### src/rtl/gate_seq_ctrl.sv
// Gate sequencer for the equal-precision frequency/phase meter.
// Define PHASE_CNT_EN to build the q-high (phase) counter cnt_p.
module gate_seq_ctrl #(
  parameter int GATE_CYCLES    = 50_000_000,
  parameter int TIMEOUT_CYCLES = 100_000_000,
  parameter int CNT_W          = 32
) (
  input  logic             clk,
  input  logic             rst_n,
  input  logic             start,
  input  logic             ack,
  input  logic             ina,
  input  logic             q,
  output logic             o_en,
  output logic             busy,
  output logic             done,
  output logic             err,
  output logic [CNT_W-1:0] cnt_x,
  output logic [CNT_W-1:0] cnt_s,
  output logic [CNT_W-1:0] cnt_p
);

  localparam int KW = $clog2(GATE_CYCLES + 2);
  localparam int TW = $clog2(TIMEOUT_CYCLES + 1);
  localparam logic [KW-1:0] K_GATE = KW'(GATE_CYCLES);
  localparam logic [KW-1:0] K_ONE = KW'(1);
  localparam logic [TW-1:0] T_LAST = TW'(TIMEOUT_CYCLES - 1);
  localparam logic [CNT_W-1:0] C_MAX = '1;

  typedef enum logic [1:0] {
    S_IDLE,
    S_ARM,
    S_MEAS,
    S_DONE
  } state_t;

  state_t r_state;
  logic r_ina_d;
  logic [KW-1:0] r_k;
  logic [TW-1:0] r_to;

  logic w_rise;
  logic w_tmo;
  logic w_close;
  logic w_sx;
  logic w_ss;
  logic w_sp;
  logic [CNT_W-1:0] w_x_nx;
  logic [CNT_W-1:0] w_s_nx;
  logic [CNT_W-1:0] w_p_nx;
  logic [TW-1:0] w_to_nx;

  assign w_rise  = ina & ~r_ina_d;
  assign w_tmo   = ~w_rise & (r_to == T_LAST);
  assign w_close = w_rise & (r_k > K_GATE);
  assign w_to_nx = w_rise ? '0 : r_to + 1'b1;

  // Saturation flags fire on an increment attempted at all-ones.
  assign w_sx   = w_rise & (cnt_x == C_MAX);
  assign w_x_nx = (w_rise & ~w_sx) ? cnt_x + 1'b1 : cnt_x;
  assign w_ss   = (cnt_s == C_MAX);
  assign w_s_nx = w_ss ? cnt_s : cnt_s + 1'b1;

`ifdef PHASE_CNT_EN
  assign w_sp   = q & (cnt_p == C_MAX);
  assign w_p_nx = (q & ~w_sp) ? cnt_p + 1'b1 : cnt_p;
`else
  logic w_unused_q;
  assign w_unused_q = q;
  assign w_sp   = 1'b0;
  assign w_p_nx = '0;
`endif

  always_ff @(posedge clk) begin
    if (!rst_n) begin
      r_state <= S_IDLE;
      r_ina_d <= 1'b0;
      r_k     <= '0;
      r_to    <= '0;
      o_en    <= 1'b0;
      busy    <= 1'b0;
      done    <= 1'b0;
      err     <= 1'b0;
      cnt_x   <= '0;
      cnt_s   <= '0;
      cnt_p   <= '0;
    end else begin
      r_ina_d <= ina;
      unique case (r_state)
        S_IDLE: begin
          if (start) begin
            r_state <= S_ARM;
            busy    <= 1'b1;
            err     <= 1'b0;
            cnt_x   <= '0;
            cnt_s   <= '0;
            cnt_p   <= '0;
            r_k     <= '0;
            r_to    <= '0;
          end
        end
        S_ARM: begin
          r_to <= w_to_nx;
          if (w_tmo) begin
            r_state <= S_DONE;
            busy    <= 1'b0;
            done    <= 1'b1;
            err     <= 1'b1;
          end else if (w_rise) begin
            r_state <= S_MEAS;
            o_en    <= 1'b1;
            r_k     <= K_ONE;
          end
        end
        S_MEAS: begin
          r_to <= w_to_nx;
          if (w_tmo) begin
            r_state <= S_DONE;
            o_en    <= 1'b0;
            busy    <= 1'b0;
            done    <= 1'b1;
            err     <= 1'b1;
          end else begin
            cnt_s <= w_s_nx;
            cnt_x <= w_x_nx;
            cnt_p <= w_p_nx;
            if (w_ss | w_sx | w_sp) err <= 1'b1;
            if (r_k <= K_GATE) r_k <= r_k + 1'b1;
            if (w_close) begin
              r_state <= S_DONE;
              o_en    <= 1'b0;
              busy    <= 1'b0;
              done    <= 1'b1;
            end
          end
        end
        S_DONE: begin
          if (ack) begin
            r_state <= S_IDLE;
            done    <= 1'b0;
          end
        end
        default: r_state <= S_IDLE;
      endcase
    end
  end

endmodule

### config.mk
export PLATFORM = sky130hd
export DESIGN_NAME = gate_seq_ctrl
export DESIGN_NICKNAME = d
export VERILOG_FILES = /design/src/rtl/gate_seq_ctrl.sv
export SDC_FILE = /design/constraint.sdc
export NUM_CORES = 1
export LEC_CHECK = 0
export ABC_AREA = 1
export CAP_MARGIN = 0
export CORE_MARGIN = 10
export CORE_UTILIZATION = 45
export DETAILED_ROUTE_END_ITERATION = 16
export HOLD_SLACK_MARGIN = 0.02
export PLACE_DENSITY = 0.7
export SKIP_LAST_GASP = 1
export SYNTH_ARGS = -nofsm -noshare
export SYNTH_HDL_FRONTEND = slang
export SYNTH_SLANG_ARGS = --single-unit
### constraint.sdc
create_clock -name clk -period 3.9 [get_ports clk]
set_input_delay 0.975 -clock clk [delete_from_list [all_inputs] [get_ports clk]]
set_output_delay 0.975 -clock clk [all_outputs]
set_load 0.05 [all_outputs]
# Yosys cells after proc, flatten, opt, wreduce, memory -nomap -nowiden
# Index checks and enable logic that the tools add are counted.
# totals
elab_cells,103
n_memories,0
input_bits,6
ram_bits,0
out_inout_bits,100
mem_bits_ro,0
latch_bits,0
reg_bits,156
# classes
eq_ne,18
multipliers,0
bitwise,9
order_cmp,2
n_mux,42
addsub,4
reduce_logical,17
div_mod_pow,0
shift,0
# op_table
cell,n
32-bit 2-to-1 mux,6
32-bit case mux with 2 select lines,3
26-bit 2-to-1 mux,5
26-bit case mux with 3 select lines,1
"32-bit by 1-bit adder with 32-bit output, second input constant",2
"32-bit equality test, second input constant",2
27-bit 2-to-1 mux,2
27-bit case mux with 2 select lines,1
4-bit AND reduction,7
"27-bit by 1-bit adder with 27-bit output, second input constant",1
"27-bit equality test, second input constant",1
"26-bit by 1-bit adder with 26-bit output, second input constant",1
"26-bit greater-than comparator, second input constant",1
"26-bit <= comparator, second input constant",1
"2-bit != test, second input constant",9
1-bit 2-to-1 mux,13
2-bit 2-to-1 mux,6
"3-bit != test, second input constant",3
1-bit case mux with 3 select lines,3
2-bit case mux with 4 select lines,1
6-bit AND reduction,1
2-bit nonzero test,3
3-bit nonzero test,2
1-bit bitwise AND,5
other kinds (9),12

# Longest topological paths before layout
# Gate-level depths: netlist of run 1.
# depth
ltp_word,8
ltp_mapped,14
ltp_nobuf,14

# Worst setup path before layout of run 1
# No wires, ideal clock.
# synth_timing
kind,register to register
startpoint,register cnt_x[0]
endpoint,register cnt_x[16]
path_stages_with_launch,14
path_slack_ns,1.667
t_required_ns,3.768
t_arrival_ns,2.101
setup_time_ns,0.132
period_less_slack_ns,2.233
path_buffers,1
cell_sequence,dfxtp_1 ha_1 nand2_1 nor2_4 nand2_2 nor2_4 nand2_1 nand2_1 nand2_2 nand2_4 nor2_4 buf_2 nand3_1 a21oi_1
# synth_between
elab_chain_cells,6
word_cells_on_any_way,10
classes_between,1 x add/sub; 2 x eq/ne; 3 x mux; 3 x bitwise; 1 x reduce/logical
# synth_rtl
item,line_no,text
start: declaration,18,"output logic [CNT_W-1:0] cnt_x,"
start signal: assignment,125,cnt_x <= w_x_nx;
"parallel branches: the longest is 6 deep, another holds 32-bit by 1-bit adder with 32-bit output",-,
# Parallel ways; which one is timed is not known. The select of a mux whose other input is x is not followed.
# A chain may end at the register's enable or synchronous reset.

# Final worst setup path of run 1
# layout_timing
startpoint,input port start
endpoint,register r_to[6]
# layout_between
elab_chain_cells,2
# layout_rtl
item,line_no,text
start: declaration,10,"input logic start,"
2-bit != test (no source line),-,
2-bit AND reduction (no source line),-,
end signal: assignment,103,r_to <= w_to_nx;
end signal: assignment,116,r_to <= w_to_nx;
end: declaration,40,logic [TW-1:0] r_to;
# Every way passes these cells.

==> impl_results.md, run 1 <==
* Share of cells above drive strength 1 at 5.54%
* Number of DRC markers in iteration 0 at 655
* Final core occ at between 50% and 60%
* Post-CTS setup buffer count at 0
* Worst-path clk slew at around 0.050 ns
* Setup Viol. Count Final at 0
* Clock sinks at 124
* Fill cell count at between 1.5k and 2k
* Ant diodes at 0
* Final TNS setup at 0 ns
* Placed cells at between 1.5k and 2k
* Worst path slowest cell: a21oi_1
* Reg2Reg Launch Point: r_state[0]
* Crit-path max FO at 19
* Sw frac at between 40% and 50%
* Clock power frac at between 30 and 40%
* Avg Cell Area, Syn at around 6 sq um
* Die Height at ~160 microns
* Worst-Skew Late Latency at approximately 0.43 ns
* Post-Syn Area at 8510 sq um
* CTS tree: yes
* Non-filler cells, final at about 1.7k
* Worst setup SP type: input port
* Die area at roughly 25000 sq um
* R2r endpoint: r_to[6]
* Die X at ~160 microns
* Rel. slew slack at 37.6%
* DP Area at approximately 9200 sq um
* Layout Area Growth over Synthesis at 15.2%
* Hold Path Stages at 2
* Worst Clk Skew at a little under 0.009 ns
* Final hold vios at 0
* Grt total ovfl at 0
* Final design area excluding fillers at between 9000 and 10000 sq um
* Tcrit/Tclk final at 75.9%
* R2R depth at 8
* Vias/cell at just over 5
* Unrepaired setup endpoints after global routing: no
* WL final at around 24000 microns
* HP Start: err
* Vias in the first global route at roughly 8.2k
* Kind of critical path: input port to flip-flop
* GPL Wtd Cong at ~0.93
* I/O pins at around 110
* First-pass GRT wire length at roughly 40000 microns
* Nets at 1500
* Placeable Area at roughly 19000 sq um
* Hold Crit Class: flip-flop to flip-flop
* Multi-input logic area at approximately 5000 sq um
* IO buf count at 72
* Max Slew Vio Count at 0
* Synth Flop Type: dfxtp_1
* Root Buffer: clkbuf_16
* FF+latch count, synth at 124
* Power share of the sequential group at roughly 31%
* Routed Antenna Nets at 0
* Post-synth EDFFs at 0
* Pwr Density at roughly 460 nW/um^2
* CTS H-tree lvls at 4
* Pin count of the biggest net entering global routing at 83
* Initial antenna violation count at 0
* Drc violations at 0
* Max-Cap Viols at 0
* CP startpoint: start
* Reg area at between 2000 and 2500 sq um
* Ys Warns at 0
* Worst Hold End: err
* Crit-path max cell delay at between 0.7 and 0.8 ns
* Logic pwr share at between 30% and 40%
* CP Capture Type: flip-flop
* Synth top area cells: dfxtp_1 29%, nand2_1 19%, nor2_1 11%, a21oi_1 5.8%, inv_1 5.7%
* Via count at ~8.9k
* Cts bufs inserted at 17
* Tightest Pin Transition at just over 0.9 ns
* WL/cell at around 14 microns
* Fraction of registers with async set/reset at 0%
* Peak supply drop at about 0.00045 V
* Core Rows at 50
* Crit path DAT at roughly 3.3 ns
* FMAX at 338 MHz
* Post-CTS Hold Buffers at 0
* Top-count cell post-synth: nand2_1
* Cell taking the most area after synthesis: dfxtp_1
* Internal power at around 2.6 mW
* Critical path required time at around 4.2 ns
* Yosys top cell area share at between 20% and 30%
* Top cells by count, synth: 424 x nand2_1, 251 x nor2_1, 129 x inv_1, 124 x dfxtp_1, 99 x a21oi_1
* Post-DP HPWL at 17900 microns
* Initial Utilization at between 40 and 50%
* GRT Total Usage at between 10% and 20%
* Netlist cell types at 38
* Resized cells post-CTS at 0
* Min Clock Period, post-route at 2.96 ns
* Leakage at 3.35 nW
* P_sw at 1.90 mW
* R2r setup slk at 1.00 ns
* Sequential share of the synthesized area at around 30%
* Sequence of cells on the critical path: clkdlybuf4s50_1 -> nor2_1 -> nor2_4 -> a21oi_1 -> inv_1 -> a211oi_1
* Drt pass-1 iters at 7
* Status: finished, final reports clean
* Clk buf depth at 2
* Cell count after synthesis at between 1k and 1.5k
## cell families (layout without fill, tap and decap cells)
group / after synthesis / in the layout / share of synthesized area (%)
and+or+nand+nor: 877 / 877 / 43.4
buffers and inverters: 216 / 251 / 12.0
AOI/OAI and AO/OA: 165 / 165 / 9.96
DFF: 124 / 124 / 29.2
xor gates and xnor gates: 40 / 40 / 4.12
adders and majority gates: 9 / 9 / 1.32
other: 1 / 32 / 0.0441
## registers in the layout, summed over array words and instances, names as in the netlist
register,flops
err,1
cnt_x,32
r_ina_d,1
cnt_s,32
r_to,27
done,1
r_state,2
o_en,1
busy,1
r_k,26
## final cells by class
class,count,area share (%)
clock buffers,22,4.94
multi-input cells,1123,52.3
repair buffers,79,7.89
clock inverters,10,1.16
flip-flops and latches,124,25.3
inverters,140,5.41
well taps,234,2.99
## through the flow
stage | power [mW] | hold WS (ns) | setup WS [ns]
after global routing | 4.80 | 0.497 | 0.755
after floorplan | 2.74 | 0.444 | 1.67
after CTS | 4.56 | 0.484 | 0.948
after detailed placement | 2.96 | 0.476 | 0.501
final | 4.55 | 0.482 | 0.940
after global placement | 2.94 | 0.472 | 0.516
## critical path, delay by kind of cell
family,cells,cell delay [ns]
simple gates,2,0.39
buf+inv,2,0.90
compound gates,2,1.01
## per-layer routing
metal  GRT usage, %  vias up  share of wire, %
met5              0        -                 0
met4           4.90        0               1.3
met3           3.66       31               5.8
met2           33.0      239                47
met1           25.2     4093                46
li1               -     4574                 -
## worst max path at each step
stage,endpoint,cells after the start
2_1_floorplan,cnt_x[16],13
5_1_grt,r_to[6],8
3_5_place_dp,r_to[6],6
6_report,r_to[6],6
4_1_cts,r_to[6],6
3_3_place_gp,r_to[6],6
## cell usage in the layout, fill, tap and decap left out, drive strengths merged, types with 6 or more instances in the layout
cell	instances
a21oi	99
buf	7
clkbuf	22
clkdlybuf4s50	72
clkinv	6
conb	32
dfxtp	124
ha	9
inv	138
nand2	435
nand3	97
nand4	14
nor2	266
nor3	52
o21ai	57
xnor2	8
xor2	32
## power groups by stage
stage	clock network, mW	registers [mW]	logic, mW
2_1_floorplan	0	1.50	1.24
3_3_place_gp	0	1.44	1.49
3_5_place_dp	0	1.44	1.51
4_1_cts	1.63	1.42	1.51
5_1_grt	1.69	1.43	1.68
6_report	1.62	1.42	1.52
Note: power is estimated with default switching activity, not from simulation.
==> inputs of run 2 (changes only) <==
PLACE_DENSITY = 0.72   (was 0.7)
clock period = 2.65 ns   (was 3.9 ns; I/O delays follow)
==> impl_results.md, run 2 (synthesis results as in run 1) <==
* Most frequent cells in the layout: 424 x nand2_1, 251 x nor2_1, 127 x inv_1, 124 x dfxtp_1, 99 x a21oi_1
* Worst Clk Skew at 0.00740 ns
* WL final at ~24000 microns
* Worst hold slack at roughly 0.49 ns
* Worst-path clk slew at roughly 0.060 ns
* Max Slew Vio Count at 0
* Placeable Area at roughly 19000 sq um
* Sequence of cells on the critical path: clkdlybuf4s50_1
* Via count at ~9k
* Family with the most delay on the worst path: buffers and inverters
* Root Buffer: clkbuf_16
* Share of cells above drive strength 1 at just over 6%
* Pwr Density at between 700 and 800 nW/um^2
* Final design area excluding fillers at about 9900 sq um
* Grt total ovfl at 0
* Crit-path max cell delay at roughly 0.87 ns
* Kind of critical path: flip-flop to output port
* Min Clock Period, post-route at between 2 and 2.5 ns
* GPL Wtd Cong at between 0.9 and 1
* Core Rows at 50
* Tcrit/Tclk final at 92.1%
* Initial antenna violation count at 0
* Max-Cap Viols at 0
* Placed cells at 1708
* Clk buf depth at 2
* Non-filler cells, final at around 1.7k
* Resized cells post-CTS at 0
* Worst-Skew Late Latency at about 0.43 ns
* First-pass GRT wire length at 39900 microns
* Clock sinks at roughly 120
* Ant diodes at 0
* Number of DRC markers in iteration 0 at around 670
* Die Height at ~160 microns
* Leakage at about 3.4 nW
* Worst setup SP type: flip-flop
* Setup Viol. Count Final at 0
* IO buf count at 72
* Cts bufs inserted at 17
* Peak supply drop at between 0.0007 and 0.0008 V
* CP Capture Type: output port
* Layout Area Growth over Synthesis at 16.7%
* Largest regs: cnt_s x32, cnt_x x32, r_to x27
* Unrepaired setup endpoints after global routing: no
* Post-CTS Hold Buffers at 0
* Post-CTS setup buffer count at 0
* Die area at between 20000 and 25000 sq um
* CTS H-tree lvls at 4
* Vias/cell at between 5 and 6
* Tightest Pin Transition at around 0.56 ns
* I/O pins at between 100 and 150
* Post-DP HPWL at approximately 18000 microns
* Routed Antenna Nets at 0
* Worst path slowest cell: clkdlybuf4s50_1
* Status: finished, final reports clean
* Hold Crit Class: flip-flop to flip-flop
* Rel. slew slack at just over 60%
* Nets at between 1.5k and 2k
* DP Area at a little over 9000 sq um
* WL/cell at 13.9 microns
* Final core occ at 53.2%
* Pin count of the biggest net entering global routing at 43
* CTS tree: yes
* CP bufs+invs at 1
* Final TNS setup at 0 ns
* FMAX at between 400 and 500 MHz
* Critical path required time at ~2 ns
* Drt pass-1 iters at 5
* Commonest non-fill, non-tap cell in the layout: nand2_1
* Crit path DAT at ~1.8 ns
* Final hold vios at 0
* Initial Utilization at 45.6%
* Drc violations at 0
* Crit-path max FO at 7
* Die X at between 150 and 200 microns
* GRT Total Usage at 19.3%
* Fill cell count at 1950
* Vias in the first global route at approximately 8.3k
run 2: cell types whose count changed in the layout (fill, tap and decap cells not counted), sizes merged:
cell,previous run,this run
buf,7,15
clkinv,6,5
inv,138,143
clkinvlp,4,3
bufinv,2,3
clkbuf,22,18
run 2: metrics by stage:
stage	power [mW]	setup slack [ns]
finish	6.95	0.210
global route	7.30	0.153
CTS	6.96	0.215
detailed placement	4.51	0.0133
global placement	4.49	0.0713
floorplan	4.03	0.417
run 2: final timing paths:
path | start | endpoint | slack, ns | cells past startpoint
max | cnt_s[0] | cnt_s[0] | 0.21 | 1
min | cnt_s[3] | cnt_s[3] | 0.49 | 2
max reg2reg | r_k[0] | r_k[7] | 0.33 | 11
min reg2reg | cnt_s[3] | cnt_s[3] | 0.49 | 2
run 2: power by group:
part           switching, mW  internal (mW)
clock network          0.963           1.50
logic                   1.80          0.597
registers              0.123           1.96
total                   2.89           4.06
run 2: worst register-to-register path, cell delays in order, from the launching register on:
cell and delay (ns):
dfxtp_1 0.53, inv_1 0.22, ha_1 0.26, nand4_1 0.09
nor2_1 0.06, nand2_1 0.13, nand3_4 0.24, nand2_4 0.22
buf_4 0.25, inv_2 0.09, nor2_1 0.09, nor2_1 0.05
run 2: layout make-up:
class	count	area, sq um	area share, %
repair buffers	87	883	8.90
multi-input cells	1123	5120	51.6
clock inverters	14	185	1.87
clock buffers	18	429	4.32
inverters	140	531	5.34
flip-flops and latches	124	2480	25.0
well taps	234	293	2.95
run 2: per-layer routing:
| metal | global-route usage, % | vias to the layer above | part of all wire, % |
|---|---|---|---|
| met5 | 0 | - | 0 |
| met2 | 31.7 | 269 | 46 |
| met1 | 24.4 | 4097 | 46 |
| met3 | 3.98 | 35 | 6.7 |
| li1 | - | 4597 | - |
| met4 | 7.12 | 0 | 1.9 |
